--- config.mk ---
export PLATFORM = sky130hd
export DESIGN_NAME = sram_access_ctrl
export DESIGN_NICKNAME = d
export VERILOG_FILES = /design/src/rtl/sram_ctrl_pkg.sv /design/src/rtl/sram_access_ctrl_arb.sv /design/src/rtl/sram_access_ctrl.sv
export SDC_FILE = /design/constraint.sdc
export NUM_CORES = 1
export LEC_CHECK = 0
export CORE_MARGIN = 5
export CORE_UTILIZATION = 47
export CTS_CLUSTER_DIAMETER = 30
export DETAILED_ROUTE_END_ITERATION = 6
export PLACE_DENSITY = 0.82
export SETUP_SLACK_MARGIN = 0.05
export SYNTH_ARGS = -nofsm -noshare
export SYNTH_HDL_FRONTEND = slang
export SYNTH_SLANG_ARGS = --single-unit
--- constraint.sdc ---
create_clock -name clk -period 2.5 [get_ports clk]
set_input_delay 0.25 -clock clk [delete_from_list [all_inputs] [get_ports clk]]
set_output_delay 0.25 -clock clk [all_outputs]
set_load 0.02 [all_outputs]
--- src/rtl/sram_ctrl_pkg.sv ---
// Shared types and constants for the SRAM row-access sequencer.
package sram_ctrl_pkg;

  typedef enum logic [2:0] {
    IDLE  = 3'd0,
    PRE   = 3'd1,
    WL    = 3'd2,
    SENSE = 3'd3,
    DONE  = 3'd4
  } state_t;

  localparam logic REQ0 = 1'b0;
  localparam logic REQ1 = 1'b1;

  localparam int PRE_CYC_DEF   = 1;
  localparam int WL_CYC_DEF    = 2;
  localparam int SENSE_CYC_DEF = 1;

  function automatic int max3(input int a, input int b, input int c);
    int m;
    m = (a > b) ? a : b;
    return (m > c) ? m : c;
  endfunction

endpackage

--- src/rtl/sram_access_ctrl_arb.sv ---
// Two-input round-robin arbiter: the pointer breaks ties and flips to the loser after a grant.
module rr_arb2
  import sram_ctrl_pkg::*;
(
  input  logic [1:0] valid,
  input  logic       en,
  input  logic       ptr,
  output logic [1:0] grant,
  output logic       ptr_next
);

  // Grant selection and pointer update
  always_comb begin
    grant    = 2'b00;
    ptr_next = ptr;
    if (en) begin
      if (valid == 2'b11) begin
        grant = (ptr == REQ1) ? 2'b10 : 2'b01;
      end else begin
        grant = valid;
      end
    end else begin
      grant = 2'b00;
    end
    if (grant[0]) begin
      ptr_next = REQ1;
    end else if (grant[1]) begin
      ptr_next = REQ0;
    end else begin
      ptr_next = ptr;
    end
  end

endmodule

--- src/rtl/sram_access_ctrl.sv ---
// SRAM row-access sequencer: arbitrates two requesters, then times precharge/wordline/write/sense.
// Optional rd_cnt/wr_cnt completion counters when SRAM_ACCESS_CTRL_STATS_EN is defined.
module sram_access_ctrl
  import sram_ctrl_pkg::*;
#(
  parameter int ADDR_W    = 6,
  parameter int PRE_CYC   = PRE_CYC_DEF,
  parameter int WL_CYC    = WL_CYC_DEF,
  parameter int SENSE_CYC = SENSE_CYC_DEF
) (
  input  logic              clk,
  input  logic              rst_n,
  input  logic              req0_valid,
  input  logic              req0_we,
  input  logic [ADDR_W-1:0] req0_addr,
  output logic              req0_ready,
  input  logic              req1_valid,
  input  logic              req1_we,
  input  logic [ADDR_W-1:0] req1_addr,
  output logic              req1_ready,
  output logic [ADDR_W-1:0] dec_addr,
  output logic              pre_n,
  output logic              wl_en,
  output logic              wr_en,
  output logic              se,
  output logic              done_valid,
  output logic              done_id,
  output logic              done_we
`ifdef SRAM_ACCESS_CTRL_STATS_EN
  ,
  output logic [15:0]       rd_cnt,
  output logic [15:0]       wr_cnt
`endif
);

  localparam int CNT_W = $clog2(max3(PRE_CYC, WL_CYC, SENSE_CYC)) + 1;

  state_t           state_r, state_s;
  logic [CNT_W-1:0] cnt_r, cnt_s;
  logic             ptr_r, ptr_next_s;
  logic [1:0]       grant_s;
  logic             accept_s;

  rr_arb2 u_arb (
    .valid    ({req1_valid, req0_valid}),
    .en       (state_r == IDLE),
    .ptr      (ptr_r),
    .grant    (grant_s),
    .ptr_next (ptr_next_s)
  );

  assign req0_ready = grant_s[0];
  assign req1_ready = grant_s[1];
  assign accept_s   = |grant_s;

  // Next-state and phase counter; the counter is reloaded with length-1 on phase entry
  always_comb begin
    state_s = state_r;
    cnt_s   = cnt_r;
    case (state_r)
      IDLE: begin
        if (accept_s) begin
          state_s = PRE;
          cnt_s   = CNT_W'(PRE_CYC - 1);
        end else begin
          state_s = IDLE;
        end
      end
      PRE: begin
        if (cnt_r == {CNT_W{1'b0}}) begin
          state_s = WL;
          cnt_s   = CNT_W'(WL_CYC - 1);
        end else begin
          cnt_s = cnt_r - 1'b1;
        end
      end
      WL: begin
        if (cnt_r == {CNT_W{1'b0}}) begin
          if (done_we) begin
            state_s = DONE;
          end else begin
            state_s = SENSE;
            cnt_s   = CNT_W'(SENSE_CYC - 1);
          end
        end else begin
          cnt_s = cnt_r - 1'b1;
        end
      end
      SENSE: begin
        if (cnt_r == {CNT_W{1'b0}}) begin
          state_s = DONE;
        end else begin
          cnt_s = cnt_r - 1'b1;
        end
      end
      DONE: begin
        state_s = IDLE;
      end
      default: begin
        state_s = IDLE;
        cnt_s   = {CNT_W{1'b0}};
      end
    endcase
  end

  // State, accept capture and control outputs registered from the next state
  always_ff @(posedge clk or negedge rst_n) begin
    if (!rst_n) begin
      state_r    <= IDLE;
      cnt_r      <= {CNT_W{1'b0}};
      ptr_r      <= REQ0;
      dec_addr   <= {ADDR_W{1'b0}};
      done_id    <= REQ0;
      done_we    <= 1'b0;
      pre_n      <= 1'b1;
      wl_en      <= 1'b0;
      wr_en      <= 1'b0;
      se         <= 1'b0;
      done_valid <= 1'b0;
    end else begin
      state_r <= state_s;
      cnt_r   <= cnt_s;
      if (accept_s) begin
        ptr_r    <= ptr_next_s;
        dec_addr <= grant_s[1] ? req1_addr : req0_addr;
        done_id  <= grant_s[1] ? REQ1 : REQ0;
        done_we  <= grant_s[1] ? req1_we : req0_we;
      end
      pre_n      <= (state_s != PRE);
      wl_en      <= (state_s == WL);
      wr_en      <= (state_s == WL) && done_we;
      se         <= (state_s == SENSE);
      done_valid <= (state_s == DONE);
    end
  end

`ifdef SRAM_ACCESS_CTRL_STATS_EN
  // Completion counters, bumped in the DONE cycle and wrapping at 16 bits
  always_ff @(posedge clk or negedge rst_n) begin
    if (!rst_n) begin
      rd_cnt <= 16'd0;
      wr_cnt <= 16'd0;
    end else if (state_r == DONE) begin
      if (done_we) begin
        wr_cnt <= wr_cnt + 16'd1;
      end else begin
        rd_cnt <= rd_cnt + 16'd1;
      end
    end
  end
`else
  // No completion counters in this build.
`endif

endmodule

==> summary by stage, run 1 <==
Clock tree
The latest clock arrival within the worst-skew pair is 0.29 ns. The count of H-tree levels built during CTS is 1. TritonCTS built the clock tree. The buffer count from post-CTS setup fixing is 0.

The tree is rooted in a sky130_fd_sc_hd__clkbuf_4. The clock slew at the register clock pins of the worst setup and hold paths is 0.10 ns. CTS saw 19 sinks.

The largest buffer count on any clock path is 2. TritonCTS created 3 clock buffers.

Critical path
The path type of the worst setup path is in2out. The kind of cell with the highest combined delay on the critical path is buffers and inverters. Traced cell by cell, the critical path runs through clkdlybuf4s50_1 -> o21ai_4 -> nor4_1 -> clkdlybuf4s50_1. The number of buffers and inverters on the critical path is 2. The worst setup path is launched from a primary input. The required time of the critical path is 2.25 ns. The largest fanout on the critical path is 6. The cell with the largest stage delay on the worst path is sky130_fd_sc_hd__clkdlybuf4s50_1. The delay of the slowest cell on the worst path is 0.71 ns.

The cell seen most often among critical-path stages is sky130_fd_sc_hd__clkdlybuf4s50_1. The arrival time of the worst setup path is 2.02 ns. STA classifies the critical path endpoint as an output port.

STA
The actual slew at the worst max-slew pin is 0.842 ns. The worst path needs 2.27 ns of the cycle, external delays included. The relative max-transition margin is 0.437. The peak clock frequency supported by timing is 0.440 GHz. Setup repair after global routing left no endpoint under its margin.

The number of setup violations in the final report is 0. The number of hold violations in the final report is 0. The sum of negative setup slack is 0 ns.

Across the routed clock network, the largest skew measured is 0.00402 ns. The final critical-path share of the clock period is 0.909. The final number of max-transition violations came to 0.

Power
Across the VDD grid, the largest voltage drop is 0.772 mV. For this design the static power due to leakage is 0.585 nW. The overall power consumption is 1.69 mW. The power per cell area is 1260 nW/um^2.

GRT
The met1 track demand over resource is 0.145. The met2 capacity usage during global routing is 0.274. For this run, the total global-route usage over all layers was measured as 0.148.

For met3 alone, demand over resource in global routing was 0.0629. The total overflow left after global routing is 0. The layer flagged by global routing as most heavily used is met2.

The via count of the first global-routing pass is 823. The number of antenna violations at the first check in global routing is 0. The pin count of the biggest net entering global routing is 20. The first-pass GRT wire length is 3.59 mm.

Synth
The portion of synthesized area spent on multiplexers is 0.0721. The share of the yosys chip area belonging to registers is 0.490. The mean post-synth cell area is 10.3 um^2. Of the total synthesized cell area, the portion taken by full adders, half adders and majority gates is 0.0386. In this run, synthesis produced a sequential element count of 19. The gate count of the mapped netlist is 94. In this run the cell area of the synthesized design comes to 972 um^2. The combinational family with the most area after synthesis is compound AO/OA/AOI/OAI gates. Of the total synthesized cell area, the portion taken by XOR and XNOR cells is 0.00901. The count of cell types in the netlist is 31. The synthesis warning total is 0. The compound-gate portion of the synthesized area is 0.206. When the netlist entered floorplanning its net count stood at 115.

The simple-gate portion of the synthesized area is 0.139.

Layout
The post-route core utilization is 0.684. The area growth from synthesis to layout is 38.0%. The final non-filler cell area is 1340 um^2. The net count of the finished layout is 150. The number of fillers in the final layout is 189. The layout cell share with drive strength beyond 1 is 0.117. In the layout the commonest cells are sky130_fd_sc_hd__clkdlybuf4s50_1, sky130_fd_sc_hd__dfrtp_1, sky130_fd_sc_hd__nand2_1. The commonest non-fill, non-tap cell in the layout is sky130_fd_sc_hd__clkdlybuf4s50_1. The repair_antennas step left the layout with diodes totalling 0.

Die
The initial cell density of the core is 0.496. The top-level I/O count is 33. The die covers 3080 um^2. The overall die height is 55.5 um.

The floorplan step set the die width to 55.5 um. The floorplan has 16 rows. The core region is 1960 um^2.

Min path
The worst hold path belongs to the class in2async.

Placement
The final RePlAce weighted congestion is 0.795. Summing all placed instances gives a cell area of 1310 um^2. Port buffering added 32 buffers. Detailed placement finished with a half-perimeter wire length of 1.72 mm.

Run
Across the run, the number of max-cap violations was 0.

Route
For this block, the initial DRC count from the detailed router was 10. The number of vias per cell after detailed routing is 5.22. The number of vias in the routed layout is 809. The wire length per cell after detailed routing is 14.1 um.

The number of design rule violations left after detail routing is 0. The number of iterations in the first detailed-routing pass is 4. The final wirelength is 2.19 mm. The number of nets with antenna violations after detailed routing is 0.

Run status
The flow ran to the end, and the final reports show no timing, DRC or antenna violations.
-- metal layers --
metal  vias up  routed length (um)
met5         -                   0
met4         0                  31
met3         4                 172
met2        27                1120
met1       383                 872
li1        395                   -
-- repair_timing --
item | 4_1_cts | 5_1_grt
endpoints found under the hold margin | 0 | 0
hold buffers | 0 | 0
gates resized for setup | 0 | 1
endpoints found under the setup margin | 0 | 1
-- registers in the layout (all words and copies together), names as in the netlist --
register / flops
pre_n: 1
state_r: 3
se: 1
wr_en: 1
ptr_r: 1
wl_en: 1
dec_addr: 6
done_we: 1
cnt_r: 2
done_id: 1
done_valid: 1
-- final cells by class --
cell class	instances	area, um^2	area share
Multi-Input combinational cell	68	458	0.341
Sequential cell	19	477	0.355
Timing Repair Buffer	34	335	0.250
Inverter	3	11.3	0.00840
Tap cell	27	33.8	0.0252
Clock buffer	4	26.3	0.0196
-- synth_stat cells --
library cell | n | share of area
sky130_fd_sc_hd__dfrtp_1 | 18 | 0.46
sky130_fd_sc_hd__nand2_1 | 14 | 0.054
sky130_fd_sc_hd__mux2i_1 | 7 | 0.072
sky130_fd_sc_hd__a21oi_1 | 5 | 0.026
sky130_fd_sc_hd__nor2_1 | 5 | 0.019
sky130_fd_sc_hd__o21ai_0 | 5 | 0.026
sky130_fd_sc_hd__o21ai_1 | 5 | 0.026
sky130_fd_sc_hd__o21ai_2 | 4 | 0.036
sky130_fd_sc_hd__ha_1 | 3 | 0.039
sky130_fd_sc_hd__nand2b_1 | 3 | 0.019
sky130_fd_sc_hd__a22o_1 | 2 | 0.018
sky130_fd_sc_hd__buf_2 | 2 | 0.010
sky130_fd_sc_hd__buf_6 | 2 | 0.023
sky130_fd_sc_hd__inv_1 | 2 | 0.0077
sky130_fd_sc_hd__a211oi_1 | 1 | 0.0077
sky130_fd_sc_hd__a211oi_2 | 1 | 0.013
sky130_fd_sc_hd__a21o_1 | 1 | 0.0077
sky130_fd_sc_hd__a21oi_2 | 1 | 0.0090
sky130_fd_sc_hd__a31oi_1 | 1 | 0.0064
sky130_fd_sc_hd__and2_1 | 1 | 0.0064
sky130_fd_sc_hd__dfstp_2 | 1 | 0.027
sky130_fd_sc_hd__inv_2 | 1 | 0.0039
sky130_fd_sc_hd__nand3b_1 | 1 | 0.0077
sky130_fd_sc_hd__nor2b_1 | 1 | 0.0064
sky130_fd_sc_hd__nor3_2 | 1 | 0.010
sky130_fd_sc_hd__nor4_1 | 1 | 0.0064
sky130_fd_sc_hd__o21ai_4 | 1 | 0.017
sky130_fd_sc_hd__o22ai_1 | 1 | 0.0064
sky130_fd_sc_hd__o31ai_1 | 1 | 0.0077
sky130_fd_sc_hd__or3b_1 | 1 | 0.0090
sky130_fd_sc_hd__xor2_1 | 1 | 0.0090
-- through the flow --
| stage | setup slack [ns] | cells | hold WS (ns) |
|---|---|---|---|
| floorplan | 0.872 | 94 | -0.0456 |
| global placement | 0.354 | 151 | 0.464 |
| detailed placement | 0.226 | 151 | 0.474 |
| CTS | 0.220 | 155 | 0.458 |
| global route | 0.0949 | 155 | 0.508 |
| finish | 0.228 | 155 | 0.430 |
-- where the power goes --
| group | internal [mW] | leakage (nW) | switching (mW) |
|---|---|---|---|
| Clock | 0.0621 | 0.0150 | 0.0902 |
| Combinational | 0.439 | 0.332 | 0.502 |
| Sequential | 0.457 | 0.238 | 0.142 |
| Total | 0.958 | 0.585 | 0.734 |
-- worst paths after layout --
| check | from | to | slack (ns) | depth (start not counted) |
|---|---|---|---|---|
| worst max-delay path | req1_valid | req1_ready | 0.23 | 4 |
| worst min-delay path | rst_n | cnt_r[0]$_DFFE_PN0P_ | 0.43 | 1 |
| worst max register to register | cnt_r[0]$_DFFE_PN0P_ | cnt_r[1]$_DFFE_PN0P_ | 0.93 | 6 |
| worst min register to register | dec_addr[2]$_DFFE_PN0P_ | dec_addr[2]$_DFFE_PN0P_ | 0.49 | 2 |
| max in group asynchronous | rst_n | dec_addr[2]$_DFFE_PN0P_ | 1.55 | 1 |
| min in group clk | dec_addr[2]$_DFFE_PN0P_ | dec_addr[2]$_DFFE_PN0P_ | 0.49 | 2 |
-- logic make-up after synthesis --
family                     after synthesis
and+or+nand+nor                         28
muxes                                    7
AOI/OAI and AO/OA                       29
buffers and inverters                    7
adders and majority gates                3
DFF                                     19
xor gates and xnor gates                 1
-- worst register-to-register path: cells and delay by family (launching register included) --
kind	cells	cell delay [ns]
adder cells (fa/ha/maj)	1	0.31
AO/OA/AOI/OAI	3	0.46
buffers and inverters	1	0.11
AND/OR/NAND/NOR	1	0.19
flip-flops	1	0.41
(Power assumes the default switching activity.)
==> run 2: changes to the inputs <==
==> constraint.sdc (replaced) <==
create_clock -name clk -period 2.5 [get_ports clk]
set_input_delay 0.5 -clock clk [delete_from_list [all_inputs] [get_ports clk]]
set_output_delay 0.5 -clock clk [all_outputs]
set_load 0.02 [all_outputs]
==> run 2 against run 1 <==
Net effect: register-to-register slack better by 0.03 ns; combinational power is 1% higher; utilization is 1.5 points higher; sequential share of layout area is 0.66 points lower; final cell count is 2.6% higher; die area stayed put; non-clock buffer count is 4 higher; flip-flop and latch count stayed put; first-iteration DRC count is 30% lower; critical endpoint unchanged.
==> summary by stage, run 2 (synthesis results as in run 1) <==
Critical path
The arrival time of the worst setup path came to 1.74 ns (-0.28 ns). The delay of the slowest cell on the worst path is 0.53 ns (-0.18 ns). STA classifies the critical path endpoint as an output port. The logic depth of the worst path, buffers included came to 4 (unchanged). By startpoint and endpoint, the worst setup path is classified as in2out. The count of cells along the worst register-to-register path came to 6 (unchanged).

The kind of cell with the highest combined delay on the critical path is buffers and inverters. The largest fanout on the critical path was 2 (-4). Walking the worst path, the cells encountered are clkdlybuf4s50_1 -> o21ai_4 -> nor4_1 -> dlygate4sd2_1. The critical path startpoint category is a primary input. The required time of the critical path is 2.00 ns (-0.25 ns). The cell with the largest stage delay on the worst path is sky130_fd_sc_hd__clkdlybuf4s50_1. The number of buffer and inverter stages on the critical path is 2 (unchanged).

GRT
The pin count of the biggest net entering global routing came to 20 (unchanged). The first-pass GRT wire length was 3.83 mm (+6.5%). The global routing usage summed across all routing layers is 0.154 (+0.00627). The number of antenna violations at the first check in global routing is 0 (unchanged). The via count of the first global-routing pass is 877 (+6.6%).

The aggregate global routing overflow is 0 (unchanged).

Clock tree
The post-CTS resize count was 4 (+4). The TritonCTS buffer count is 3 (unchanged). In this run the clock root is driven by a sky130_fd_sc_hd__clkbuf_4.

The hold buffer count at cts is 0 (unchanged). The TritonCTS sink count was 19 (unchanged). The buffer count from post-CTS setup fixing is 0 (unchanged). The latest clock arrival within the worst-skew pair is 0.30 ns (about the same). The TritonCTS clock tree is yes.

The largest buffer count on any clock path is 2 (unchanged). The count of H-tree levels built during CTS was 1 (unchanged). The clock slew at the register clock pins of the worst setup and hold paths is 0.10 ns (about the same).

STA
The final worst setup slack is 0.265 ns (+0.0366 ns). The final critical-path share of the clock period is 0.894 (-0.0146). The relative max-transition margin is 0.610 (+0.173). The final number of max-transition violations is 0 (unchanged). The peak clock frequency supported by timing is 0.447 GHz (+1.6%). The actual slew at the worst max-slew pin was 0.585 ns (-0.257 ns).

The worst clock skew on the final layout was 0.00615 ns (+0.00213 ns). The number of setup violations in the final report is 0 (unchanged). The final critical-path required period is 2.24 ns (-0.0366 ns). The number of hold violations in the final report came to 0 (unchanged). Setup repair after global routing left no endpoint under its margin.

Die
The top-level I/O count was 33 (unchanged). The core region area is 1960 um^2 (unchanged). The horizontal die dimension is 55.5 um (unchanged). The floorplan row count came to 16 (unchanged). The full die area is 3080 um^2 (unchanged). The overall die height is 55.5 um (unchanged). The initial cell density of the core is 0.496 (unchanged).

Route
The number of iterations in the first detailed-routing pass is 4 (unchanged). The number of vias per cell after detailed routing was 5.22 (about the same). The number of nets with antenna violations after detailed routing was 0 (unchanged).

The number of design rule violations left after detail routing is 0 (unchanged). The wire length per cell after detailed routing is 13.5 um (-4.4%). The number of vias in the routed layout was 830 (+2.6%). The initial detailed-routing violation count is 7 (-3). The final wirelength came to 2.15 mm (-2.0%).

Power
The static leakage came to 0.611 nW (+4.4%). The net load switching power is 0.730 mW (-0.55%). The switching fraction of total power is 0.431 (-0.00287). The internal power was 0.964 mW (+0.62%).

The share of total power in combinational logic is 0.564 (+0.008). The maximum resistive drop on vdd is 0.613 mV (-21%). The power per cell area is 1240 nW/um^2 (-2.0%). The sequential share of power is 0.343 (-0.011). The share of total power in the clock network is 0.093 (+0.003).

Layout
Ranked by flip-flop count, first place goes to dec_addr. The top cell types in the final layout, fill and taps aside, are sky130_fd_sc_hd__clkdlybuf4s50_1, sky130_fd_sc_hd__dfrtp_1, sky130_fd_sc_hd__nand2_1. Leaving out fill and tap cells, the most frequent cell in the layout is sky130_fd_sc_hd__clkdlybuf4s50_1. The layout cell share with drive strength beyond 1 is 0.152 (+0.0343). The layout overhead on the synthesized area is 40.9%.

The net count of the finished layout is 154 (+2.7%). The number of antenna cells inserted was 0 (unchanged). The final non-filler cell area is 1370 um^2 (+2.1%).

The flip-flop count of the largest register after layout is 6 (unchanged). In the final layout, the registers with the most flip-flops are dec_addr: 6 flops, state_r: 3 flops, cnt_r: 2 flops.

Placement
The placed instance area is 1340 um^2 (+2.3%). The number of buffers added on ports was 32 (unchanged). The final RePlAce weighted congestion is 0.799 (+0.53%). The detailed placer's ending HPWL is 1.74 mm (+1.4%).

The setup slack at placement was -0.0435 ns (-0.269 ns).

Run status
The run finished with clean final reports.

Min path
Counting instances, the worst hold path has a depth of 2. The tightest min-delay check is of the reg2reg type.

Run
The max capacitance violation total is 0 (unchanged).
[run 2: final cells by class]
class                      instances  area [um^2]
fill                             172          592
sequential                        19          478
inverter                           3         11.3
clock buffer                       4         26.3
tap                               27         33.8
timing repair buffer              38          363
multi-input combinational         68          458
[run 2: path summary, 6_finish.rpt]
kind | from | end | slack, ns
worst max register to register | cnt_r[0]$_DFFE_PN0P_ | cnt_r[1]$_DFFE_PN0P_ | 0.96
worst min register to register | dec_addr[2]$_DFFE_PN0P_ | dec_addr[2]$_DFFE_PN0P_ | 0.48
worst min-delay path | dec_addr[2]$_DFFE_PN0P_ | dec_addr[2]$_DFFE_PN0P_ | 0.48
max in group asynchronous | rst_n | pre_n$_DFF_PN1_ | 1.72
worst max-delay path | req1_valid | req1_ready | 0.26
min in group asynchronous | rst_n | state_r[0]$_DFF_PN0_ | 0.52
[run 2: power groups by stage]
stage,sequential (mW),combinational (mW),clock [mW]
floorplan,0.673,0.518,0
global placement,0.572,0.935,0
detailed placement,0.579,0.965,0
CTS,0.582,0.968,0.160
global route,0.598,1.05,0.178
finish,0.580,0.955,0.158
[run 2: tightest hold or removal path, stage by stage, from the launching register on]
cell and delay (ns):
sky130_fd_sc_hd__dfrtp_1 0.35, sky130_fd_sc_hd__nand2_1 0.06, sky130_fd_sc_hd__o21ai_2 0.05
[run 2: metrics by stage]
stage	power (mW)	hold slack [ns]	setup TNS (ns)	utilization	cells
after global placement	1.51	0.464	-0.0149	0.682	155
after detailed placement	1.54	0.471	-0.0568	0.682	155
after CTS	1.71	0.489	0	0.698	159
final	1.69	0.482	0	0.698	159
after global routing	1.83	0.526	0	0.698	159
after floorplan	1.19	0.204	0	-	94
[run 2: per-layer routing]
layer / GRT usage / vias to the layer above / routed length, um
met1: 0.173 / 394 / 820
met2: 0.264 / 29 / 1110
met3: 0.0606 / 5 / 180
met5: 0 / - / 0
met4: 0.0521 / 0 / 36
li1: - / 402 / -
